### src/rtl/mdu_iter.sv
// mdu_iter: iterative RV32M multiply/divide unit.
// Multiply uses shift-add and divide uses restoring division. Each retires one
// bit per cycle over magnitudes, and sign correction is applied in a final FIX cycle.
// Optional feature macro: MDU_DIV_EN. When it is defined, the divider and the divide
// special cases are built. When it is undefined, every funct3[2]=1 op completes
// through the fast path with result 0.
module mdu_iter #(
    parameter int WIDTH = 32
) (
    input  logic             clk,
    input  logic             rst,
    input  logic             start,
    input  logic [2:0]       funct3,
    input  logic [WIDTH-1:0] rs1_val,
    input  logic [WIDTH-1:0] rs2_val,
    output logic             busy,
    output logic             done,
    output logic [WIDTH-1:0] result
);

    localparam int CW = $clog2(WIDTH);
    localparam logic [CW-1:0] CNT_LAST = CW'(WIDTH - 1);

    localparam logic [1:0] S_IDLE = 2'd0;
    localparam logic [1:0] S_CALC = 2'd1;
    localparam logic [1:0] S_FIX  = 2'd2;
    localparam logic [1:0] S_DONE = 2'd3;

    logic [1:0]         state_q, state_d;
    logic [CW-1:0]      cnt_q, cnt_d;
    logic [2:0]         op_q, op_d;
    logic               sign_a_q, sign_a_d;
    logic               sign_b_q, sign_b_d;
    // Multiplicand for MUL*, divisor for DIV*/REM*
    logic [WIDTH-1:0]   addend_q, addend_d;
    // MUL*: {partial product, remaining multiplier bits}; DIV*: {unused, dividend->quotient}
    logic [2*WIDTH-1:0] acc_q, acc_d;
    logic [WIDTH-1:0]   result_q, result_d;
`ifdef MDU_DIV_EN
    // The stored remainder is always < divisor, so WIDTH bits hold it. The
    // WIDTH+1-bit working value is rem_sh below.
    logic [WIDTH-1:0]   rem_q, rem_d;
    logic [WIDTH:0]     rem_sh, rem_sub;
    logic [WIDTH-1:0]   quot, rem_s;
`endif

    logic               a_signed, b_signed, neg_a, neg_b;
    logic [WIDTH-1:0]   mag_a, mag_b;
    logic               fast;
    logic [WIDTH-1:0]   fast_res;
    logic [WIDTH:0]     sum;
    logic [2*WIDTH-1:0] prod;

    // Decode operand signedness, magnitudes and fast-path cases from the live inputs
    always_comb begin
        a_signed = funct3[2] ? ~funct3[0] : (funct3[1:0] != 2'b11);
        b_signed = funct3[2] ? ~funct3[0] : ~funct3[1];
        neg_a    = a_signed & rs1_val[WIDTH-1];
        neg_b    = b_signed & rs2_val[WIDTH-1];
        mag_a    = neg_a ? -rs1_val : rs1_val;
        mag_b    = neg_b ? -rs2_val : rs2_val;
        fast     = 1'b0;
        fast_res = '0;
`ifdef MDU_DIV_EN
        if (funct3[2] && rs2_val == '0) begin
            fast     = 1'b1;
            fast_res = funct3[1] ? rs1_val : '1;
        end else if (funct3[2] && !funct3[0] && rs1_val == {1'b1, {(WIDTH-1){1'b0}}}
                     && rs2_val == '1) begin
            fast     = 1'b1;
            fast_res = funct3[1] ? '0 : rs1_val;
        end
`else
        if (funct3[2]) fast = 1'b1;
`endif
    end

    // FSM and datapath next-state
    always_comb begin
        state_d  = state_q;
        cnt_d    = cnt_q;
        op_d     = op_q;
        sign_a_d = sign_a_q;
        sign_b_d = sign_b_q;
        addend_d = addend_q;
        acc_d    = acc_q;
        result_d = result_q;
        sum      = '0;
        prod     = '0;
`ifdef MDU_DIV_EN
        rem_d    = rem_q;
        rem_sh   = '0;
        rem_sub  = '0;
        quot     = '0;
        rem_s    = '0;
`endif
        case (state_q)
            S_IDLE, S_DONE: begin
                state_d = S_IDLE;
                if (start) begin
                    op_d     = funct3;
                    sign_a_d = neg_a;
                    sign_b_d = neg_b;
                    cnt_d    = '0;
`ifdef MDU_DIV_EN
                    if (funct3[2]) begin
                        acc_d    = {{WIDTH{1'b0}}, mag_a};
                        addend_d = mag_b;
                        rem_d    = '0;
                    end else
`endif
                    begin
                        acc_d    = {{WIDTH{1'b0}}, mag_b};
                        addend_d = mag_a;
                    end
                    if (fast) begin
                        state_d  = S_DONE;
                        result_d = fast_res;
                    end else begin
                        state_d  = S_CALC;
                    end
                end
            end
            S_CALC: begin
                cnt_d = cnt_q + 1'b1;
                if (cnt_q == CNT_LAST) state_d = S_FIX;
`ifdef MDU_DIV_EN
                if (op_q[2]) begin
                    // Restoring step: a clear borrow bit means the shifted remainder >= divisor
                    rem_sh  = {rem_q, acc_q[WIDTH-1]};
                    rem_sub = rem_sh - {1'b0, addend_q};
                    rem_d   = rem_sub[WIDTH] ? rem_sh[WIDTH-1:0] : rem_sub[WIDTH-1:0];
                    acc_d   = {acc_q[2*WIDTH-1:WIDTH], acc_q[WIDTH-2:0], ~rem_sub[WIDTH]};
                end else
`endif
                begin
                    sum   = {1'b0, acc_q[2*WIDTH-1:WIDTH]} + (acc_q[0] ? {1'b0, addend_q} : '0);
                    acc_d = {sum, acc_q[WIDTH-1:1]};
                end
            end
            S_FIX: begin
                state_d = S_DONE;
                prod    = (sign_a_q ^ sign_b_q) ? -acc_q : acc_q;
                if (op_q[2]) begin
`ifdef MDU_DIV_EN
                    quot     = (sign_a_q ^ sign_b_q) ? -acc_q[WIDTH-1:0] : acc_q[WIDTH-1:0];
                    rem_s    = sign_a_q ? -rem_q : rem_q;
                    result_d = op_q[1] ? rem_s : quot;
`else
                    result_d = '0;
`endif
                end else if (op_q[1:0] == 2'b00) begin
                    result_d = prod[WIDTH-1:0];
                end else begin
                    result_d = prod[2*WIDTH-1:WIDTH];
                end
            end
            default: state_d = S_IDLE;
        endcase
    end

    // State registers; reset aborts any operation in flight
    always_ff @(posedge clk or posedge rst) begin
        if (rst) begin
            state_q  <= S_IDLE;
            cnt_q    <= '0;
            op_q     <= '0;
            sign_a_q <= 1'b0;
            sign_b_q <= 1'b0;
            addend_q <= '0;
            acc_q    <= '0;
            result_q <= '0;
`ifdef MDU_DIV_EN
            rem_q    <= '0;
`endif
        end else begin
            state_q  <= state_d;
            cnt_q    <= cnt_d;
            op_q     <= op_d;
            sign_a_q <= sign_a_d;
            sign_b_q <= sign_b_d;
            addend_q <= addend_d;
            acc_q    <= acc_d;
            result_q <= result_d;
`ifdef MDU_DIV_EN
            rem_q    <= rem_d;
`endif
        end
    end

    assign busy   = (state_q == S_CALC) || (state_q == S_FIX);
    assign done   = (state_q == S_DONE);
    assign result = result_q;

endmodule

### config.mk
export PLATFORM = sky130hd
export DESIGN_NAME = mdu_iter
export DESIGN_NICKNAME = d
export VERILOG_FILES = /design/src/rtl/mdu_iter.sv
export SDC_FILE = /design/constraint.sdc
export NUM_CORES = 1
export LEC_CHECK = 0
export CORE_UTILIZATION = 35
export CTS_BUF_LIST = sky130_fd_sc_hd__clkbuf_8
export DETAILED_ROUTE_END_ITERATION = 8
export PLACE_DENSITY_LB_ADDON = 0.25
export REMOVE_ABC_BUFFERS = 1
export SYNTH_ARGS = -nofsm -noshare
export SYNTH_HDL_FRONTEND = slang
export SYNTH_SLANG_ARGS = --single-unit
### constraint.sdc
create_clock -name clk -period 4.6 [get_ports clk]
set_input_delay 0.46 -clock clk [delete_from_list [all_inputs] [get_ports clk]]
set_output_delay 0.46 -clock clk [all_outputs]
set_load 0.02 [all_outputs]
==> results of run 1 <==
worst max-delay path: cells and delay by family, from the launching register on:
kind | cells | cell delay, ns
AO/OA/AOI/OAI | 7 | 1.95
flip-flops | 1 | 0.51
buffers and inverters | 1 | 0.30
adder cells (fa/ha/maj) | 1 | 0.27
AND/OR/NAND/NOR | 1 | 0.16
XOR/XNOR | 1 | 0.15
power groups by stage:
stage | registers (µW) | clock network (µW) | logic, µW
global route | 2450 | 1090 | 4960
finish | 2380 | 1020 | 4450
global placement | 2390 | 0 | 4360
CTS | 2370 | 1040 | 4440
floorplan | 2270 | 0 | 2990
detailed placement | 2400 | 0 | 4420
flip-flops by register name, summed over array words and instances (netlist names):
| register | count |
|---|---|
| acc_q | 64 |
| addend_q | 32 |
| cnt_q | 5 |
| op_q | 3 |
| result | 32 |
| sign_a_q | 1 |
| sign_b_q | 1 |
| state_q | 2 |
logic make-up (layout without fill, tap and decap cells):
| kind of cell | Yosys count | after routing | share of synthesized area [%] |
|---|---|---|---|
| xor+xnor | 143 | 143 | 12.5 |
| simple gates | 399 | 399 | 19.0 |
| flops | 140 | 140 | 35.0 |
| compound gates | 393 | 393 | 23.9 |
| buf+inv | 93 | 180 | 3.50 |
| fa+ha+maj | 41 | 41 | 5.21 |
| mux | 8 | 8 | 0.826 |
worst paths after layout:
kind	to
min in group asynchronous	cnt_q[4]
max in group asynchronous	result[27]
min	addend_q[14]
min reg2reg	addend_q[14]
max	acc_q[60]
max reg2reg	acc_q[60]
layer usage:
layer	share of wire, %	vias to the layer above	global-route usage, %
met5	0	-	0
met4	1.3	0	4.81
met3	3.8	17	3.24
met2	48	207	33.5
met1	47	4413	28.0
li1	-	4501	-
cell type report:
cell class / count / area, µm²
flip-flops and latches: 140 / 3500
multi-input cells: 984 / 6180
clock inverters: 9 / 95.1
repair buffers: 120 / 1160
clock buffers: 22 / 303
well taps: 378 / 473
fillers: 2809 / 16100
inverters: 29 / 114
cell usage in the layout (no fill, tap or decap), drive strengths merged, types with 8 or more instances in the layout:
cell,count
a21o,17
a21oi,86
a22oi,22
a31oi,16
and2,40
and3,8
buf,17
clkbuf,22
clkdlybuf4s50,103
dfrtp,140
ha,40
inv,31
nand2,160
nand2b,10
nand3,14
nor2,91
nor3,16
nor4,16
o21ai,168
o31ai,31
o41ai,13
or3,10
or4,14
xnor2,68
xor2,75
stage by stage:
stage	utilization, %	power [µW]	setup slack (ns)
final	42.3	7850	1.16
after global routing	42.3	8490	0.615
after CTS	42.3	7860	1.13
after detailed placement	40.9	6810	1.14
after global placement	40.9	6750	1.17
after floorplan	-	5260	0.00158
==> qor_table.md, run 1 <==
| Quantity | Reported | Unit |
|:---|:---|:---|
| Largest clock skew in the final design | 0.0111 | ns |
| Number of hold-slack violations in the final timing report | 0 | - |
| Transition time at the pin with the least slew margin | 0.886 | ns |
| Post_cts resized | 0 | - |
| Cell internal pwr | 4020 | µW |
| Main area contributors after synthesis | sky130_fd_sc_hd__dfrtp_1 35%, sky130_fd_sc_hd__o21ai_0 8.1%, sky130_fd_sc_hd__xor2_1 6.6% | - |
| Chain of cells forming the critical path | buf_4 -> and2_1 -> ha_1 -> a2111oi_0 -> o21ai_0 -> a31oi_1 -> o21bai_1 -> a31oi_1 -> o31ai_1 -> xnor2_1 -> o31ai_1 | - |
| Mapped Avg Cell Area | 8.22 | µm² |
| Initial Util | 35.8 | % |
| Post-synthesis instance area | 10000 | µm² |
| Startpoint of the most critical hold path | addend_q[14] | - |
| Arr. time, crit path | 3.79 | ns |
| Final setup vio count | 0 | - |
| Number of buffers added for setup after CTS | 0 | - |
| Yosys warning count | 0 | - |
| Total Die Area | 29,200 | µm² |
| Portion of total power attributed to the clock network | 13.0 | % |
| Biggest fanout along the worst timing path | 28 | - |
| Post-Syn Instances | 1,217 | - |
| Total routing usage reported by global routing | 20.4 | % |
| Number of routed nets with antenna violations | 0 | - |
| Diode insertion count for antenna repair | 0 | - |
| TritonCTS clock tree | done | - |
| Register-to-register setup slack | 1.16 | ns |
| Post-Route WL | 28,900 | µm |
| Top Ports | 104 | - |
| Final weighted congestion in routability-driven placement | 0.862 | - |
| Non-Filler Instances | 1,682 | - |
| Status | finished, final reports clean | - |
| Comb pwr share | 56.7 | % |
| Share of async-settable or async-resettable flops after synthesis | 100 | % |
| Worst-case hold slack | 0.474 | ns |
| Most area-hungry cell type in the Yosys netlist | sky130_fd_sc_hd__dfrtp_1 | - |
| Area fraction of the dominant cell type after synthesis | 35.0 | % |
| Number of register bits inferred by synthesis | 140 | - |
| Master of the slowest instance on the critical path | sky130_fd_sc_hd__dfrtp_1 | - |
| Horizontal die dimension | 171 | µm |
| Root cell of the clock tree | sky130_fd_sc_hd__clkbuf_8 | - |
| First-pass iteration count of the detailed router | 5 | - |
| Number of cells on the worst reg-to-reg path | 11 | - |
| Required time worst endpoint | 4.96 | ns |
| Category of the worst setup path launch point | flip-flop | - |
| Launch point of the worst path | acc_q[0] | - |
| Final min period | 3.44 | ns |
| Fraction of layout instances using a drive strength above 1 | 5.14 | % |
| Count of vias placed by the detailed router | 9,138 | - |
| Final Net Count | 1,403 | - |
| DRC | 0 | - |
| Power density over cell area | 664 | nW/µm² |
| Normalized max-slew margin | 40.7 | % |
| Congestion Overflow GR | 0 | - |
| Max-capacitance violation count | 0 | - |
| Power dissipated by switching net loads | 3830 | µW |
| Post-placement cell count | 1,651 | - |
| Crit path capture type | flip-flop | - |
| Number of library cell types mapped by synthesis | 63 | - |
| Switching Share | 48.8 | % |
| Number of buffers on the longest clock path | 2 | - |
| Max H-tree Level | 4 | - |
| RSZ-0062 raised after global routing | false | - |
| Hold Path Class | flip-flop to flip-flop | - |
| Global-route wire length before repair | 47,000 | µm |
| Fmax | 291 | MHz |
| Post-DP Area | 11,400 | µm² |
| Synth-to-Final Area Change | 18.2 | % |
| Register share of total power | 30.3 | % |
| Number of sinks handled by clock tree synthesis | 140 | - |
| Count leader, synth | sky130_fd_sc_hd__o21ai_0 | - |
| Initial DRC Count | 489 | - |
| Initial antenna violation count | 0 | - |
| Row Count | 61 | - |
| Max VDD drop | 0.000223 | V |
| Crit Path Category | flip-flop to flip-flop | - |
| Die height | 171 | µm |
| Total negative slack for setup checks | 0 | ns |
| Num CTS Buffers | 17 | - |
| Vias per inst | 5.43 | - |
| Number of enable-type register cells in the synthesized netlist | 0 | - |
| Clock-pin slew of the registers on the worst-case setup and hold paths | 0.08 | ns |
| Lkg Pwr | 0.00495 | µW |
| Worst-skew pair later-pin latency | 0.45 | ns |
| Estimated wirelength of the detail-placed design | 21,900 | µm |
| Prevailing post-synth register cell | sky130_fd_sc_hd__dfrtp_1 | - |
| Vias in the first global route | 8,825 | - |
| PortBufs | 103 | - |
| Maximum number of pins on one net before global-route repair | 92 | - |
| Post-Layout Inst Area | 11,800 | µm² |
| Hold-fix buffers at CTS | 0 | - |
| Register area share after synthesis | 35.0 | % |
| Stage delay of the slowest cell on the critical path | 0.51 | ns |
| Origin of the critical flop-to-flop path | acc_q[0] | - |
| Commonest cells in the synthesized netlist | 161 x sky130_fd_sc_hd__o21ai_0, 160 x sky130_fd_sc_hd__nand2_1, 140 x sky130_fd_sc_hd__dfrtp_1 | - |
| Core region area | 27,900 | µm² |
| Max-slew violation total from the final report | 0 | - |
| Avg WL per Cell | 17.2 | µm |
| Final period utilization | 74.7 | % |
| Hold depth | 2 | - |
Power figures use the tool's default switching activity.
==> run 2: changes to the inputs <==
==> constraint.sdc (replaced) <==
create_clock -name clk -period 3.5 [get_ports clk]
set_input_delay 0.35 -clock clk [delete_from_list [all_inputs] [get_ports clk]]
set_output_delay 0.35 -clock clk [all_outputs]
set_load 0.02 [all_outputs]
==> qor_table.md, run 2 (synthesized netlist as in run 1, its figures left out) <==
| Quantity | Reported | Unit |
|:---|:---|:---|
| Status | finished, final reports clean | - |
| Congestion Overflow GR | 0 | - |
| Fmax | 313 | MHz |
| Max H-tree Level | 4 | - |
| Normalized max-slew margin | 45.8 | % |
| Crit path capture type | flip-flop | - |
| Maximum number of pins on one net before global-route repair | 67 | - |
| Biggest fanout along the worst timing path | 25 | - |
| Power density over cell area | 868 | nW/µm² |
| Number of sinks handled by clock tree synthesis | 140 | - |
| Total Die Area | 29,200 | µm² |
| Max-slew violation total from the final report | 0 | - |
| Root cell of the clock tree | sky130_fd_sc_hd__clkbuf_8 | - |
| Synth-to-Final Area Change | 20.3 | % |
| Required time worst endpoint | 3.83 | ns |
| Hold Path Class | input port to async pin | - |
| Count of vias placed by the detailed router | 9,213 | - |
| Number of hold-slack violations in the final timing report | 0 | - |
| Worst-case hold slack | 0.329 | ns |
| Transition time at the pin with the least slew margin | 0.810 | ns |
| Lkg Pwr | 0.00505 | µW |
| Estimated wirelength of the detail-placed design | 22,400 | µm |
| Register bank with the most flops | acc_q | - |
| Initial DRC Count | 596 | - |
| DRC | 0 | - |
| Top Ports | 104 | - |
| Fraction of layout instances using a drive strength above 1 | 7.08 | % |
| Final Net Count | 1,426 | - |
| Commonest cells after routing, fill and taps aside | 161 x sky130_fd_sc_hd__o21ai_0, 159 x sky130_fd_sc_hd__nand2_1, 140 x sky130_fd_sc_hd__dfrtp_1 | - |
| Non-Filler Instances | 1,706 | - |
| Most common library cell in the layout ignoring fill and taps | sky130_fd_sc_hd__o21ai_0 | - |
| Vias per inst | 5.40 | - |
| Num CTS Buffers | 17 | - |
| Final period utilization | 91.4 | % |
| Initial antenna violation count | 0 | - |
| Final setup vio count | 0 | - |
| RSZ-0062 raised after global routing | false | - |
| Row Count | 61 | - |
| Max-capacitance violation count | 0 | - |
| Initial Util | 35.8 | % |
| Post-Route WL | 28,900 | µm |
| Number of routed nets with antenna violations | 0 | - |
| TritonCTS clock tree | done | - |
| Category of the worst setup path launch point | flip-flop | - |
| Die height | 171 | µm |
| Largest clock skew in the final design | 0.0133 | ns |
| Number of flip-flops in the largest register | 64 | - |
| Total routing usage reported by global routing | 20.5 | % |
| Post-placement cell count | 1,674 | - |
| PortBufs | 103 | - |
| Worst-skew pair later-pin latency | 0.46 | ns |
| Avg WL per Cell | 16.9 | µm |
| Crit Path Category | flip-flop to flip-flop | - |
| Arr. time, crit path | 3.53 | ns |
| Max VDD drop | 0.000331 | V |
| Horizontal die dimension | 171 | µm |
| Clock-pin slew of the registers on the worst-case setup and hold paths | 0.09 | ns |
| Diode insertion count for antenna repair | 0 | - |
| First-pass iteration count of the detailed router | 5 | - |
| Final min period | 3.20 | ns |
| Number of buffers on the longest clock path | 2 | - |
| Vias in the first global route | 8,762 | - |
| Final weighted congestion in routability-driven placement | 0.845 | - |
| Core region area | 27,900 | µm² |
| Global-route wire length before repair | 46,700 | µm |
run 2: cell types whose count changed in the layout (fill, tap and decap cells not counted):
cell                         change
sky130_fd_sc_hd__a21oi_2         +1
sky130_fd_sc_hd__buf_4          +21
sky130_fd_sc_hd__buf_12          +2
sky130_fd_sc_hd__a21oi_1         -1
sky130_fd_sc_hd__clkinvlp_4      +4
sky130_fd_sc_hd__inv_1           -2
sky130_fd_sc_hd__clkbuf_8        -1
run 2: repair_timing:
item	4_1_cts	5_1_grt
endpoints found under the setup margin	0	1
hold buffers	0	0
buffers inserted	0	0
endpoints found under the hold margin	0	0
gates resized for setup	0	1
run 2: metal layers:
layer | share of wire, % | up-vias | track usage [%] | routed length, µm
li1 | - | 4547 | - | -
met1 | 47 | 4421 | 27.9 | 13700
met2 | 46 | 209 | 32.8 | 13300
met3 | 4.1 | 36 | 3.45 | 1190
met4 | 2.4 | 0 | 7.03 | 702
met5 | 0 | - | 0 | 0
run 2: worst paths after layout:
path	start	end	slack, ns	depth (start not counted)
hold reg to reg	addend_q[4]	addend_q[4]	0.48	2
min in group clk	addend_q[4]	addend_q[4]	0.48	2
setup reg to reg	acc_q[0]	acc_q[62]	0.30	11
hold / removal	rst	state_q[1]	0.33	2
setup / recovery	acc_q[0]	acc_q[62]	0.30	11
max in group asynchronous	rst	acc_q[23]	2.38	3
run 2: power breakdown:
| part | internal [µW] | total, µW | switching (µW) |
|---|---|---|---|
| combinational | 2360 | 5980 | 3620 |
| sequential | 2300 | 3090 | 795 |
| clock | 703 | 1380 | 673 |
run 2: final cells by class:
type                            count  area [µm²]
Fill cell                        2840       15900
Multi-Input combinational cell    984        6180
Sequential cell                   140        3500
Timing Repair Buffer              143        1360
Tap cell                          378         473
Clock buffer                       21         289
Clock inverter                     11         118
Inverter                           29         114
run 2: critical path: stages (launching register included):
cell                        delay [ns]
sky130_fd_sc_hd__dfrtp_1          0.46
sky130_fd_sc_hd__buf_4            0.23
sky130_fd_sc_hd__and2_1           0.16
sky130_fd_sc_hd__ha_1             0.36
sky130_fd_sc_hd__nand2_1          0.10
sky130_fd_sc_hd__a2111oi_0        0.41
sky130_fd_sc_hd__a32oi_1          0.14
sky130_fd_sc_hd__o21ai_0          0.47
sky130_fd_sc_hd__a21oi_1          0.18
sky130_fd_sc_hd__o31ai_1          0.30
sky130_fd_sc_hd__xnor2_1          0.15
sky130_fd_sc_hd__o21ai_0          0.09
run 2: through the flow:
step / power [µW] / utilization (%) / setup TNS (ns) / setup slack, ns / instance area [µm²]
finish: 10500 / 43.1 / 0 / 0.302 / 12000
global route: 11300 / 43.1 / 0 / 0.00783 / 12000
CTS: 10500 / 43.1 / 0 / 0.295 / 12000
detailed placement: 9070 / 41.6 / 0 / 0.210 / 11600
global placement: 8980 / 41.6 / 0 / 0.234 / 11600
floorplan: 6850 / - / -136.68 / -1.10 / 9760
